`config.mk`:
```
export PLATFORM = sky130hd
export DESIGN_NAME = key_hop_ctrl
export DESIGN_NICKNAME = d
export VERILOG_FILES = /design/src/rtl/key_hop_ctrl.sv
export SDC_FILE = /design/constraint.sdc
export NUM_CORES = 1
export LEC_CHECK = 0
export ABC_AREA = 1
export ABC_CLOCK_PERIOD_IN_PS = 1000
export CAP_MARGIN = 5
export CORE_UTILIZATION = 40
export DETAILED_ROUTE_END_ITERATION = 12
export PLACE_DENSITY = 0.78
export SLEW_MARGIN = 20
export SYNTH_ARGS = -nofsm -noshare
export SYNTH_HDL_FRONTEND = slang
export SYNTH_SLANG_ARGS = --single-unit
```
`constraint.sdc`:
```
create_clock -name Clk -period 1 [get_ports Clk]
set_clock_uncertainty 0.1 [all_clocks]
set_input_delay 0.2 -clock Clk [delete_from_list [all_inputs] [get_ports Clk]]
set_output_delay 0.2 -clock Clk [all_outputs]
set_load 0.1 [all_outputs]
```
`src/rtl/key_hop_ctrl.sv`:
```
// key_hop_ctrl: converts a held USB arrow keycode into one-frame hop requests.
// frame_clk (VGA vsync) is synchronised into Clk and edge-detected into a
// single-cycle frame_tick; the hop FSM advances only on that tick.
// Optional feature: define KEY_HOP_AUTOREPEAT_EN to enable auto-repeat
// (first repeat after REPEAT_DELAY frames, then every REPEAT_RATE frames).
// Without it, hops fire only on a new press or a direction change.
module key_hop_ctrl #(
    parameter int REPEAT_DELAY = 15,
    parameter int REPEAT_RATE  = 6
) (
    input  logic        Clk,
    input  logic        Reset,
    input  logic [15:0] keycode,
    input  logic        frame_clk,
    output logic        hop_up,
    output logic        hop_down,
    output logic        hop_left,
    output logic        hop_right,
    output logic [1:0]  last_dir,
    output logic [3:0]  dir_led
);

    typedef enum logic [1:0] {
        ST_IDLE,
        ST_HOLD,
        ST_REPEAT
    } state_e;

    typedef enum logic [1:0] {
        DIR_UP    = 2'b00,
        DIR_DOWN  = 2'b01,
        DIR_LEFT  = 2'b10,
        DIR_RIGHT = 2'b11
    } dir_e;

    // Elaboration-time guard on the counter range (cnt is 6 bits).
    if (REPEAT_DELAY < 1 || REPEAT_DELAY > 63) begin : g_bad_delay
        $error("key_hop_ctrl: REPEAT_DELAY must be in 1..63");
    end
    if (REPEAT_RATE < 1 || REPEAT_RATE > 63) begin : g_bad_rate
        $error("key_hop_ctrl: REPEAT_RATE must be in 1..63");
    end

`ifdef KEY_HOP_AUTOREPEAT_EN
    localparam logic [5:0] DELAY_LAST = 6'(REPEAT_DELAY - 1);
    localparam logic [5:0] RATE_LAST  = 6'(REPEAT_RATE - 1);
`endif

    // Hop vector packing used internally: {up, down, left, right}.
    function automatic logic [3:0] hop_vec(input dir_e dir);
        case (dir)
            DIR_UP:   hop_vec = 4'b1000;
            DIR_DOWN: hop_vec = 4'b0100;
            DIR_LEFT: hop_vec = 4'b0010;
            default:  hop_vec = 4'b0001;
        endcase
    endfunction

    // LED packing: {left, up, down, right}.
    function automatic logic [3:0] led_vec(input dir_e dir);
        case (dir)
            DIR_UP:   led_vec = 4'b0100;
            DIR_DOWN: led_vec = 4'b0010;
            DIR_LEFT: led_vec = 4'b1000;
            default:  led_vec = 4'b0001;
        endcase
    endfunction

    // frame_clk synchroniser and edge-detect state
    logic       s1_q, s1_d;
    logic       s2_q, s2_d;
    logic       p_q, p_d;
    logic [1:0] fill_q, fill_d;
    logic       frame_tick;

    // hop FSM state and registered outputs
    state_e     state_q, state_d;
    logic [5:0] cnt_q, cnt_d;
    logic [3:0] hop_q, hop_d;
    dir_e       last_dir_q, last_dir_d;
    logic [3:0] led_q, led_d;

    // keycode decode
    logic       key_valid;
    dir_e       key_dir;

    // Decode the four arrow keycodes; anything else means no key.
    always_comb begin
        // NOTE: every comb output gets a default first so no path can infer a latch.
        key_valid = 1'b1;
        key_dir   = DIR_UP;
        case (keycode)
            16'h0052: key_dir = DIR_UP;
            16'h0051: key_dir = DIR_DOWN;
            16'h0050: key_dir = DIR_LEFT;
            16'h004F: key_dir = DIR_RIGHT;
            default:  key_valid = 1'b0;
        endcase
    end

    // Synchroniser next state. The history flop p is held high until s2 carries
    // a genuine sample (two edges after reset), so a frame_clk already high at
    // reset release cannot produce a tick.
    always_comb begin
        s1_d   = frame_clk;
        s2_d   = s1_q;
        fill_d = {fill_q[0], 1'b1};
        p_d    = fill_q[1] ? s2_q : 1'b1;
    end

    assign frame_tick = s2_q & ~p_q;

    // Synchroniser registers.
    always_ff @(posedge Clk or posedge Reset) begin
        // NOTE: sequential state uses non-blocking assignments so every flop samples pre-edge values.
        if (Reset) begin
            s1_q   <= 1'b0;
            s2_q   <= 1'b0;
            p_q    <= 1'b1;
            fill_q <= 2'b00;
        end else begin
            s1_q   <= s1_d;
            s2_q   <= s2_d;
            p_q    <= p_d;
            fill_q <= fill_d;
        end
    end

    // Hop FSM next state: everything changes only on frame_tick.
    always_comb begin
        logic emit;
        emit       = 1'b0;
        state_d    = state_q;
        cnt_d      = cnt_q;
        hop_d      = hop_q;
        last_dir_d = last_dir_q;
        led_d      = led_q;

        if (frame_tick) begin
            hop_d = 4'b0000;
            case (state_q)
                ST_IDLE: begin
                    if (key_valid) begin
                        emit    = 1'b1;
                        cnt_d   = 6'd0;
                        state_d = ST_HOLD;
                    end
                end
                default: begin
                    if (!key_valid) begin
                        cnt_d   = 6'd0;
                        state_d = ST_IDLE;
                    end else if (key_dir != last_dir_q) begin
                        emit    = 1'b1;
                        cnt_d   = 6'd0;
                        state_d = ST_HOLD;
                    end else begin
`ifdef KEY_HOP_AUTOREPEAT_EN
                        if (state_q == ST_HOLD) begin
                            if (cnt_q == DELAY_LAST) begin
                                emit    = 1'b1;
                                cnt_d   = 6'd0;
                                state_d = ST_REPEAT;
                            end else begin
                                cnt_d = cnt_q + 6'd1;
                            end
                        end else begin
                            if (cnt_q == RATE_LAST) begin
                                emit  = 1'b1;
                                cnt_d = 6'd0;
                            end else begin
                                cnt_d = cnt_q + 6'd1;
                            end
                        end
`else
                        cnt_d   = 6'd0;
                        state_d = ST_HOLD;
`endif
                    end
                end
            endcase

            if (emit) begin
                hop_d      = hop_vec(key_dir);
                last_dir_d = key_dir;
                led_d      = led_vec(key_dir);
            end
        end
    end

    // Hop FSM registers; all outputs come straight from these flops.
    always_ff @(posedge Clk or posedge Reset) begin
        if (Reset) begin
            state_q    <= ST_IDLE;
            cnt_q      <= 6'd0;
            hop_q      <= 4'b0000;
            last_dir_q <= DIR_UP;
            led_q      <= 4'b0000;
        end else begin
            state_q    <= state_d;
            cnt_q      <= cnt_d;
            hop_q      <= hop_d;
            last_dir_q <= last_dir_d;
            led_q      <= led_d;
        end
    end

    assign hop_up    = hop_q[3];
    assign hop_down  = hop_q[2];
    assign hop_left  = hop_q[1];
    assign hop_right = hop_q[0];
    assign last_dir  = last_dir_q;
    assign dir_led   = led_q;

endmodule

```
After elaboration in Yosys (flattened, before gate mapping)
Index checks and enable logic that the tools add are counted.

cells by class
  equal/unequal tests = 8
  mux-type cells = 14
  bitwise gates (word level) = 2
  reduce and logical (&&, ||, !) cells = 5

operator list
  kind                 count
  $eq 16x7->1 const B  4
  $pmux 4 s3           2
  $mux 1               8
  $pmux 2 s3           1
  $logic_not 2->1      2
  $mux 2               2
  $mux 4               1
  $reduce_and 2->1     2
  $reduce_or 4->1      1
  $eq 2x1->1 const B   1
  $eq 2x2->1 const B   1
  $ne 2x2->1           1
  $ne 2x2->1 const B   1
  $and 1x1->1          1
  $not 1->1            1

word-level totals
  register bits = 17
  input port bits = 19
  output and inout bits = 10
  word-level logic and storage cells = 37

Depth between registers and ports, before layout
  depth in word-level cells = 8
  mapped depth = 13
  mapped depth without buffers = 13

Worst setup path before layout
No wires, ideal clock.

  path type = register to register
  start = reg last_dir_q[1] (netlist: last_dir[1])
  end = reg led_q[0] (netlist: dir_led[0])
  setup time = 0.068 ns
  arrival = 1.641 ns
  data required time = 0.832 ns
  slack = -0.808 ns
  stages on the path, launching flop included = 9
  path buffers = 0
  period minus slack after synthesis = 1.808 ns
  path through = dfrtp_1 inv_1 nand3_1 nand2_1 nor2_2 nand2_4 nand2_4 nand2_1 nand2_1

on the way
  longest elaborated chain between the ends = 6

ends and longest elaborated chain
  element                            RTL line  source
  from (decl)                        80        dir_e last_dir_q, last_dir_d;
  from (signal assigned)             203       last_dir_q <= last_dir_d;
  $ne 2x2->1                         153       end else if (key_dir != last_dir_q) begin
  $mux 1                             153
  $mux 1                             150       if (!key_valid) begin
  $mux 1                             141       case (state_q)
  $mux 1                             139       if (frame_tick) begin
  $reduce_and 2->1 (no source line)  n/a
  to (signal assigned)               204       led_q <= led_d;
  to (decl)                          81        logic [3:0] led_q, led_d;

No other way between the ends. The select of a mux whose other input is x is not followed.
A chain may end at the register's enable or synchronous reset.

Worst setup path after layout
  start = reg last_dir_q[1] (netlist: last_dir[1])
  end = out last_dir[1]

RTL lines
  element    RTL line  source
  to (decl)  19        output logic [1:0] last_dir,

No word-level cell between the ends.

==> summary.md <==
| Metric | Value |
|---|---|
| Slowest stage delay, CP | `between 400 and 500 ps` |
| Remaining antenna violation count | `0` |
| Crit path DAT | `1070 ps` |
| Area of the multi-input gates | `518 µm²` |
| Post-Synthesis Cells | `106` |
| Worst vdd ir | `0.967 mV` |
| Netlist cell types | `19` |
| Synth Area in XOR/XNOR | `0%` |
| Final Critical Period | `1370 ps` |
| TritonCTS buffer count | `3` |
| Max-capacitance violation count | `0` |
| Layout cells sized above 1 | `between 60% and 70%` |
| Core Box Area | `1980 µm²` |
| Logic pwr share | `between 10 and 15%` |
| Cell Chain, Critical Path | `buf_6 > buf_12` |
| Crit start category | `flop` |
| HP Class | `input port to asynchronous set/reset pin` |
| Multiplexer share of the synthesized area | `around 1.2%` |
| Diodes inserted | `0` |
| GR Overflow Total | `0` |
| Vias in the first global route | `808` |
| Avg Vias per Cell | `about 4.8` |
| Max Clk Rate | `0.730 GHz` |
| Pre-CTS WS | `-830 ps` |
| Status | `finished, violations left` |
| Initial antenna violation count | `0` |
| Vias | `roughly 860` |
| Leak Pwr | `0.820 nW` |
| # DRC | `0` |
| CP Launch Point | `last_dir[1]` |
| All-Layer GR Usage | `24.6%` |
| Clk slew on worst S/H paths | `roughly 90 ps` |
| Violated checks | `negative setup slack` |
| H-tree levels | `1` |
| DRT iter0 DRCs | `31` |
| IO Pins | `29` |
| Setup violations, final | `20` |
| Reg power frac | `a little over half` |
| Unrepaired setup endpoints after global routing | `true` |
| Cell internal pwr | `between 0.0009 and 0.001 W` |
| CP max stage cell | `dfrtp_4` |
| CTS Buffer Depth | `2` |
| CP delay by family, top | `flip-flops` |
| I/O Buffers | `28` |
| Hold Vio Cnt, Final | `0` |
| Worst-path maximum fanout | `2` |
| Crit Path Class | `flop to primary output` |
| # fillers | `121` |
| Net Sw Power | `~0.0003 W` |
| Crit end category | `primary output` |
| Routability cong. | `0.820` |
| Clock power frac | `about 34%` |
| Die width | `a little under 50 µm` |
| Starting Density | `43.2%` |
| Design Power | `roughly 0.0013 W` |
| Pwr dens | `between 800 and 900 nW/µm²` |
| Syn_nets | `between 100 and 150` |
| Final Cycle Share | `137%` |
| Mapped Area | `roughly 860 µm²` |
| Global-route wire length before repair | `about 3700 µm` |
| WL/cell | `13.7 µm` |
| Die Area | `roughly 2300 µm²` |
| Largest family of logic cells by synthesized area | `simple AND/OR/NAND/NOR gates` |
| Net Sw Frac | `between 20 and 25%` |
| TritonCTS clock tree | `yes` |
| Die Span Y | `48.3 µm` |
| PnR worst setup slack | `-371 ps` |
| Simple-Gate Fraction of Synth Area | `42.2%` |
| Skew-Pair Late Insertion Delay | `300 ps` |
| Ys Warns | `0` |
| Total length of routed wires | `~2500 µm` |
| Max-slew violations | `0` |
| Yosys reg bits | `16` |
| Worst path required time | `700 ps` |
| Setup TNS | `-4970 ps` |
| Compound-cell area share of the yosys netlist | `approximately 1.6%` |
| Largest net degree at the start of global routing | `10` |
| Post-synthesis adder-cell area fraction | `0%` |
| Cell Rows | `16` |
| Critical path buffers and inverters | `2` |
| Reg area | `419 µm²` |
| CTS sink count | `16` |
| Detailed Routing Iterations Pass 1 | `4` |
| Worst R2R Start | `last_dir[0]` |
| HPWL Detailed | `roughly 1600 µm` |
| Layout area overhead | `76.2%` |
| Nets | `173` |
| Root Driver | `clkbuf_4` |
| Sequential cell area fraction in the yosys report | `between 40% and 50%` |
| Syn avg cell area | `a little over 8 µm²` |
Yosys cell counts:
master | count | area [µm²]
dfrtp_1 | 15 | 375
nand3_1 | 6 | 30.0
nor2_4 | 1 | 11.3
nand2_4 | 3 | 33.8
clkinv_4 | 1 | 8.76
nand2_1 | 36 | 135
nand4_1 | 3 | 18.8
nor2_8 | 1 | 20.0
mux2i_1 | 1 | 10.0
a21oi_2 | 1 | 8.76
inv_1 | 12 | 45.0
conb_1 | 1 | 3.75
nor2_2 | 6 | 37.5
a21oi_1 | 1 | 5.00
nand2_2 | 9 | 56.3
clkinv_2 | 1 | 5.00
dfstp_2 | 1 | 26.3
inv_2 | 2 | 7.51
nor2_1 | 5 | 18.8
final timing paths:
path	to	cells past startpoint	slack [ps]
min in group Clk	s1_q	1	240
worst max register to register	hop_q[0]	7	-320
max in group asynchronous	fill_q[1]	3	170
worst min-delay path	last_dir[0]	3	120
worst max-delay path	last_dir[1]	2	-370
worst min register to register	fill_q[1]	0	270
metrics by stage:
step / instances / utilization [%] / hold WS [ps] / cell area, µm²
4_1_cts: 180 / 75.1 / 125 / 1490
3_5_place_dp: 170 / 68.7 / 251 / 1360
6_report: 180 / 76.2 / 121 / 1510
3_3_place_gp: 170 / 68.7 / 239 / 1360
2_1_floorplan: 106 / - / 12.5 / 880
5_1_grt: 180 / 76.2 / 164 / 1510
routing by layer:
layer | track usage (%) | vias to the layer above | share of wire (%)
met5 | 0 | - | 0
met4 | 6.67 | 0 | 1.3
met3 | 6.67 | 4 | 4.2
met2 | 41.3 | 23 | 52
met1 | 31.0 | 418 | 42
li1 | - | 410 | -
what timing repair did:
item,CTS,global route
endpoints found under the hold margin,1,0
pin swaps,27,12
buffers inserted,5,1
gates resized for setup,78,19
endpoints found under the setup margin,21,21
hold buffers,1,0
area by class of cell:
| cell class | instances | share of cell area (%) |
|---|---|---|
| clock buffer | 4 | 2.40 |
| inverter | 16 | 4.81 |
| multi-input combinational | 74 | 34.3 |
| sequential | 16 | 27.8 |
| tap | 27 | 2.24 |
| timing repair buffer | 43 | 28.5 |
flip-flops by register name, summed over array words and instances, names as in the netlist:
signal,count
fill_q,2
last_dir,2
s1_q,1
hop_q,4
state_q,1
p_q,1
dir_led,4
s2_q,1
cell usage in the layout (no fill, tap or decap):
cell / Yosys / layout
clkdlybuf4s50_1: 0 / 2
buf_6: 0 / 4
clkbuf_8: 0 / 1
inv_1: 12 / 6
inv_4: 0 / 1
a21oi_2: 1 / 2
nand3_4: 0 / 2
nor2_8: 1 / 1
dfrtp_4: 0 / 2
buf_2: 0 / 12
inv_2: 2 / 7
nand2_2: 9 / 15
nand2_4: 3 / 9
dlygate4sd3_1: 0 / 1
mux2i_1: 1 / 1
dfrtp_1: 15 / 5
buf_12: 0 / 10
conb_1: 1 / 1
nand3_2: 0 / 1
nand4_1: 3 / 3
dfrtp_2: 0 / 8
nor2_4: 1 / 6
buf_4: 0 / 10
clkbuf_2: 0 / 4
nor2_1: 5 / 1
nor2_2: 6 / 5
nand2_1: 36 / 24
dfstp_2: 1 / 1
nand3_1: 6 / 3
clkbuf_4: 0 / 3
clkinv_4: 1 / 2
power groups by stage:
stage	logic (W)	clock network (W)	registers [W]
2_1_floorplan	0.0000544	0	0.000679
3_3_place_gp	0.000153	0	0.000675
3_5_place_dp	0.000159	0	0.000677
4_1_cts	0.000159	0.000437	0.000664
5_1_grt	0.000178	0.000465	0.000666
6_report	0.000162	0.000428	0.000665
tightest hold or removal path, delay by kind of cell:
kind | cells | cell delay [ps]
buf+inv | 3 | 660
cell families after synthesis:
kind of cell / count (synthesis)
AOI/OAI and AO/OA: 2
muxes: 1
other: 1
DFF: 16
and+or+nand+nor: 70
buffers and inverters: 16
Power figures use the tool's default switching activity.
